**src/rtl/param_updown_counter.sv**
```systemverilog
// ============================================================================
//  Module      : param_updown_counter
//  Description : Parametrised up/down counter with modulus MAX_COUNT+1,
//                parallel load (clamped), synchronous clear, enable,
//                wrap/saturate boundary mode, combinational terminal-count
//                flag and sticky overflow/underflow flag.
//  Revision    : 1.0 - initial release
// ============================================================================
`default_nettype none

module param_updown_counter #(
  parameter int WIDTH     = 4,
  parameter int MAX_COUNT = 15,
  parameter int SATURATE  = 0
) (
  input  logic             clk,
  input  logic             reset,
  input  logic             en,
  input  logic             up_dn,
  input  logic             load,
  input  logic [WIDTH-1:0] load_val,
  input  logic             clr,
  output logic [WIDTH-1:0] q,
  output logic             tc,
  output logic             ovf
);

  localparam logic [WIDTH-1:0] c_MAX  = WIDTH'(MAX_COUNT);
  localparam logic [WIDTH-1:0] c_ZERO = '0;
  localparam logic [WIDTH-1:0] c_ONE  = WIDTH'(1);
  localparam logic             c_SAT  = (SATURATE != 0);

  logic [WIDTH-1:0] r_q;
  logic             r_ovf;
  logic [WIDTH-1:0] w_q_next;
  logic             w_ovf_next;
  logic             w_at_max;
  logic             w_at_zero;
  logic             w_boundary;
  logic [WIDTH-1:0] w_load_clamped;

  assign w_at_max   = (r_q == c_MAX);
  assign w_at_zero  = (r_q == c_ZERO);
  // A boundary crossing is an enabled step taken from the end of the range
  // in the current direction; this is exactly the terminal-count condition.
  assign w_boundary = en & ((up_dn & w_at_max) | (~up_dn & w_at_zero));

  // Out-of-range load values are clamped so q never leaves 0..MAX_COUNT.
  assign w_load_clamped = (load_val > c_MAX) ? c_MAX : load_val;

  // Next-state selection with priority clr > load > en.
  always_comb begin
    w_q_next   = r_q;
    w_ovf_next = r_ovf;
    if (clr) begin
      w_q_next   = c_ZERO;
      w_ovf_next = 1'b0;
    end else if (load) begin
      w_q_next   = w_load_clamped;
    end else if (en) begin
      if (w_boundary) begin
        w_ovf_next = 1'b1;
        if (!c_SAT) begin
          w_q_next = up_dn ? c_ZERO : c_MAX;
        end
      end else if (up_dn) begin
        w_q_next = r_q + c_ONE;
      end else begin
        w_q_next = r_q - c_ONE;
      end
    end
  end

  // Count and sticky-flag registers; reset clears both asynchronously.
  always_ff @(posedge clk or negedge reset) begin
    if (!reset) begin
      r_q   <= c_ZERO;
      r_ovf <= 1'b0;
    end else begin
      r_q   <= w_q_next;
      r_ovf <= w_ovf_next;
    end
  end

  assign q   = r_q;
  assign ovf = r_ovf;
  // Terminal count is zero-latency and deliberately not gated by load/clr.
  assign tc  = w_boundary;

endmodule

`default_nettype wire

```
**config.mk**
```make
export PLATFORM = sky130hd
export DESIGN_NAME = param_updown_counter
export DESIGN_NICKNAME = d
export VERILOG_FILES = /design/src/rtl/param_updown_counter.sv
export SDC_FILE = /design/constraint.sdc
export NUM_CORES = 1
export LEC_CHECK = 0
export ABC_AREA = 1
export CAP_MARGIN = 40
export CELL_PAD_IN_SITES_DETAIL_PLACEMENT = 1
export CELL_PAD_IN_SITES_GLOBAL_PLACEMENT = 2
export CORE_MARGIN = 5
export CORE_UTILIZATION = 20
export CTS_CLUSTER_SIZE = 30
export DETAILED_ROUTE_END_ITERATION = 6
export GPL_TIMING_DRIVEN = 0
export MAX_ROUTING_LAYER = met4
export PLACE_DENSITY_LB_ADDON = 0.08
export SKIP_CTS_REPAIR_TIMING = 1
export SYNTH_ARGS = -nofsm -noshare
export SYNTH_HDL_FRONTEND = slang
export SYNTH_SLANG_ARGS = --single-unit
```
**constraint.sdc**
```tcl
create_clock -name clk -period 2 [get_ports clk]
set_clock_uncertainty 0.1 [all_clocks]
set_input_delay 0.5 -clock clk [delete_from_list [all_inputs] [get_ports clk]]
set_output_delay 0.5 -clock clk [all_outputs]
set_load 0.03 [all_outputs]
```
==> results of run 1 <==
## registers in the layout, summed over array words and instances (netlist names)
name,flops
q,4
ovf,1
## layout make-up
class	count	area [um2]	area share, %
Timing Repair Buffer	18	167.7	25.09
Tap cell	28	35.03	5.243
Sequential cell	5	127.6	19.10
Clock buffer	4	26.28	3.933
Inverter	10	37.54	5.618
Multi-Input combinational cell	57	274.0	41.01
## worst register-to-register path, cell delays in order, from the launching register on
cell and delay (ps):
dfrtp_1 390, buf_4 150, ha_1 300, or2_2 290, nand2_1 70, nand2_1 40, nand2_1 50, nand2_1 40
nand2_1 50, nand2_1 50, nand2_1 70, nand2_1 50
## metal layers
layer	part of all wire (%)	global-route usage, %
met1	47	11.26
met2	48	14.03
met3	3.4	3.448
met4	0.94	3.051
met5	0	-
## where the power goes
| group | internal, mW | total (mW) | switching [mW] |
|---|---|---|---|
| clock | 0.0754 | 0.117 | 0.0411 |
| combinational | 0.0743 | 0.166 | 0.0913 |
| sequential | 0.112 | 0.122 | 0.00989 |
## logic make-up (layout without fill, tap and decap cells)
logic type	count (synthesis)	count (layout)	synth area share (%)
and+or+nand+nor	51	51	46.99
buffers and inverters	10	32	8.597
DFF	5	5	28.65
adders and majority gates	3	3	10.31
AOI/OAI and AO/OA	2	2	3.440
xor gates and xnor gates	1	1	2.006
## cell usage after synthesis
library cell and count:
nand2_1 30, nor2_1 14, inv_1 10, dfrtp_1 5, nand3_1 3, ha_1 2
nand2_2 2, or2_2 2, fa_1 1, o21a_1 1, o31ai_1 1, xor2_1 1
## how the worst min path moves through the flow
stage                     start   end  slack (ps)
final                     reset  q[3]         370
after global routing      reset  q[2]         380
after CTS                 reset  q[1]         370
after detailed placement    ovf   ovf         390
after global placement      ovf   ovf         390
after floorplan           reset   ovf         100
==> results.sh, run 1 <==
export IMPL_maxSlewViolCount=0
export IMPL_synth_cells=72
export IMPL_wl_per_cell_um=10.48
export IMPL_final_cell_mix="nand2_1 (30), nor2_1 (14), clkdlybuf4s50_1 (12)"
export IMPL_cp_max_fo=5
export IMPL_vdd_drop_max_uv=501.6
export IMPL_final_common_cell="nand2_1"
export IMPL_hold_viol=0
export IMPL_path_clk_slew_ps=40
export IMPL_cellPowerDensity_mw_per_mm2=604.3
export IMPL_core_area_mm2=0.002148
export IMPL_max_freq_ghz=0.5129
export IMPL_rr_startpoint="q[2]"
export IMPL_outcome="complete, no violations"
export IMPL_crit_arrival_ps=1350
export IMPL_antenna_found_initial=0
export IMPL_yosysWarnings=0
export IMPL_setup_ws_ps=50.33
export IMPL_cts_made_buffers=3
export IMPL_yosysTopAreaCell="dfrtp_1"
export IMPL_reg2reg_depth=11
export IMPL_cts_root_buffer="clkbuf_4"
export IMPL_slew_headroom_pct=79.30
export IMPL_layout_drive_gt1_share_pct=14.89
export IMPL_finalSetupTns_ps=0
export IMPL_synth_seq_area_share_pct=28.65
export IMPL_die_w_um=56.73
export IMPL_path_buf_inv=1
export IMPL_cp_required_ps=1400
export IMPL_worst_setup_path_type="flip-flop to output port"
export IMPL_grt_pass1_vias=514
export IMPL_grt_overflow_total=0
export IMPL_synth_cell_types=12
export IMPL_synth_nets=85
export IMPL_grt_start_max_net_pins=8
export IMPL_die_y_um=56.73
export IMPL_min_path_type="input pin to asynchronous set/reset pin"
export IMPL_start_util_pct=20.33
export IMPL_synth_area_um2=436.7
export IMPL_io_pins=16
export IMPL_clkSinkCount=5
export IMPL_cp_top_family="buffers and inverters"
export IMPL_drt_vias_per_instance=4.033
export IMPL_place_gp_congestion=0.6533
export IMPL_cts_max_path_buffers=2
export IMPL_crit_chain="clkdlybuf4s50_1"
export IMPL_std_cell_rows=17
export IMPL_worst_pin_slew_ps=309.6
export IMPL_cts_tree="yes"
export IMPL_place_inst=115
export IMPL_crit_path_start="q[3]"
export IMPL_die_area_mm2=0.003218
export IMPL_r2r_end="q[3]"
export IMPL_cp_depth=1
export IMPL_nets=108
export IMPL_yosys_top_cells_area="dfrtp_1 (29%), nand2_1 (26%), nor2_1 (12%)"
export IMPL_finalPower_uw=403.7
export IMPL_rrSetupSlack_ps=240
export IMPL_leakage_nw=0.3704
export IMPL_num_vias=492
export IMPL_clkLatencyLatePin_ps=240
export IMPL_antenna_left=0
export IMPL_drv_cap=0
export IMPL_place_ws_ps=-827.1
export IMPL_nFillCells=286
export IMPL_slowest_delay_ps=700
export IMPL_post_route_util_pct=31.10
export IMPL_drc=0
export IMPL_portBuffers=15
export IMPL_diodes=0
export IMPL_cp_end_kind="output port"
export IMPL_grt_use_total_pct=9.254
export IMPL_drt_iter0_markers=4
export IMPL_synth_top_area_share_pct=28.65
export IMPL_syn_avg_cell_area_um2=6.065
export IMPL_setup_violations_final=0
export IMPL_dpl_hpwl_mm=1.027
export IMPL_dr_pass1_iters=4
export IMPL_final_area_um2=668.1
export IMPL_post_dp_cell_area_um2=621.8
export IMPL_critPathLaunchType="flip-flop"
export IMPL_whs_ps=370.7
export IMPL_final_cells=122
export IMPL_wl_mm=1.278
export IMPL_grt_pass1_wl_mm=2.221
export IMPL_cp_slowest_cell="clkdlybuf4s50_1"
export IMPL_period_needed_ps=1950
export IMPL_crit_path_end="q[3]"
export IMPL_ys_ff_latch=5
export IMPL_area_delta_synth_final_pct=53.01
export IMPL_final_period_utilization_pct=97.48
export IMPL_h_tree_depth=1
Note: power is estimated with default switching activity, not from simulation.
==> run 2: changes to the inputs <==
--- a/config.mk
+++ b/config.mk
@@ -10,9 +10,10 @@
 export CELL_PAD_IN_SITES_DETAIL_PLACEMENT = 1
 export CELL_PAD_IN_SITES_GLOBAL_PLACEMENT = 2
 export CORE_MARGIN = 5
-export CORE_UTILIZATION = 20
+export CORE_UTILIZATION = 28
 export CTS_CLUSTER_SIZE = 30
 export DETAILED_ROUTE_END_ITERATION = 6
+export DONT_BUFFER_PORTS = 1
 export GPL_TIMING_DRIVEN = 0
 export MAX_ROUTING_LAYER = met4
 export PLACE_DENSITY_LB_ADDON = 0.08
==> run 2 against run 1 <==
  * Utilization rose by 2.9 points
  * Critical endpoint is now tc
  * Highest routed layer unchanged
  * Worst hold slack got worse by 53 ps
  * Critical path type unchanged
  * Final cell count fell by 24%
  * Largest cell class unchanged
==> results.sh, run 2 (synthesis gave the netlist of run 1 again) <==
export IMPL_min_path_type="input pin to flip-flop"
export IMPL_grt_use_total_pct=10.93
export IMPL_finalSetupTns_ps=0
export IMPL_busiest_layer="met2"
export IMPL_crit_arrival_ps=1310
export IMPL_largest_reg_flops=4
export IMPL_cts_tree="yes"
export IMPL_final_period_utilization_pct=95.34
export IMPL_hold_depth=2
export IMPL_dpl_hpwl_mm=1.014
export IMPL_antenna_left=0
export IMPL_io_pins=16
export IMPL_post_route_util_pct=34.03
export IMPL_max_freq_ghz=0.5245
export IMPL_vdd_drop_max_uv=483.8
export IMPL_use_met3_pct=1.506
export IMPL_final_area_um2=506.7
export IMPL_drt_vias_per_instance=4.624
export IMPL_cp_required_ps=1400
export IMPL_dr_pass1_iters=2
export IMPL_num_vias=430
export IMPL_die_w_um=49.49
export IMPL_seq_area_um2=130.1
export IMPL_wl_per_cell_um=12.99
export IMPL_place_gp_congestion=0.6924
export IMPL_area_delta_synth_final_pct=16.05
export IMPL_drt_iter0_markers=2
export IMPL_cts_max_path_buffers=2
export IMPL_place_inst=88
export IMPL_die_area_mm2=0.002449
export IMPL_maxSlewViolCount=0
export IMPL_cp_slowest_cell="dfrtp_2"
export IMPL_clkLatencyLatePin_ps=250
export IMPL_drc=0
export IMPL_clkSinkCount=5
export IMPL_grt_pass1_wl_mm=1.959
export IMPL_cts_made_buffers=3
export IMPL_final_cell_mix="nand2_1 (30), nor2_1 (14), inv_1 (8)"
export IMPL_cts_root_buffer="clkbuf_4"
export IMPL_hold_viol=0
export IMPL_period_needed_ps=1907
export IMPL_setup_violations_final=0
export IMPL_nets=91
export IMPL_grtUsageMet1_pct=12.10
export IMPL_core_area_mm2=0.001489
export IMPL_post_dp_cell_area_um2=456.7
export IMPL_final_common_cell="nand2_1"
export IMPL_worst_setup_path_type="flip-flop to output port"
export IMPL_grt_pass1_vias=454
export IMPL_crit_path_frequent_cell="nand2_1"
export IMPL_cp_max_fo=6
export IMPL_whs_ps=318.2
export IMPL_cp_end_kind="output port"
export IMPL_h_tree_depth=1
export IMPL_met2_usage_pct=17.81
export IMPL_std_cell_rows=14
export IMPL_wl_mm=1.208
export IMPL_die_y_um=49.49
export IMPL_multi_input_area_um2=279.0
export IMPL_portBuffers=0
export IMPL_grt_overflow_total=0
export IMPL_cellPowerDensity_mw_per_mm2=730.7
export IMPL_leakage_nw=0.2860
export IMPL_layout_drive_gt1_share_pct=16.88
export IMPL_crit_chain="nand2_1 -> nor2_1 -> nand2_1 -> nand2_2 -> nand2_4 -> clkinvlp_4"
export IMPL_path_clk_slew_ps=50
export IMPL_start_util_pct=29.33
export IMPL_nFillCells=213
export IMPL_drv_cap=0
export IMPL_slowest_delay_ps=510
export IMPL_critPathLaunchType="flip-flop"
export IMPL_grt_start_max_net_pins=8
export IMPL_final_cells=93
export IMPL_slew_headroom_pct=79.60
export IMPL_reg2reg_depth=10
export IMPL_diodes=0
export IMPL_rsz0062_at_grt="false"
export IMPL_worst_pin_slew_ps=306.0
export IMPL_outcome="complete, no violations"
export IMPL_antenna_found_initial=0
-- run 2: critical path, delay by kind of cell (launching register included) --
| family | cells | cell delay, ps |
|---|---|---|
| DFF | 1 | 510 |
| and+or+nand+nor | 5 | 400 |
| buffers and inverters | 1 | 140 |
-- run 2: path summary, 6_finish.rpt --
path                            startpoint   end  slack [ps]
worst max-delay path                  q[1]    tc          90
worst max register to register        q[2]  q[3]         210
min in group asynchronous            reset  q[1]         440
worst min-delay path                   clr   ovf         320
worst min register to register        q[2]  q[2]         570
max in group asynchronous            reset  q[0]        1140
-- run 2: metal layers --
| metal | routed length [um] | share of wire (%) | up-vias |
|---|---|---|---|
| li1 | - | - | 224 |
| met1 | 503 | 42 | 192 |
| met2 | 600 | 50 | 10 |
| met3 | 65 | 5.4 | 4 |
| met4 | 39 | 3.2 | 0 |
| met5 | 0 | 0 | - |
-- run 2: report_power, final --
part | leakage (nW) | total [mW] | switching [mW] | internal (mW)
Clock | 0.0150 | 0.123 | 0.0476 | 0.0758
Combinational | 0.211 | 0.0999 | 0.0610 | 0.0389
Sequential | 0.0601 | 0.147 | 0.0347 | 0.112
-- run 2: stage by stage --
stage | worst slack, ps | total power, mW
finish | 93.24 | 0.3703
global route | 0.5845 | 0.4025
CTS | -152.3 | 0.3713
floorplan | 277.4 | 0.2181
detailed placement | 86.10 | 0.2438
global placement | 123.9 | 0.2400
-- run 2: cell type report --
type	count	area share [%]
Inverter	10	8.148
Sequential cell	5	25.68
Timing Repair Buffer	1	1.975
Clock buffer	4	5.185
Multi-Input combinational cell	57	55.06
Tap cell	16	3.951
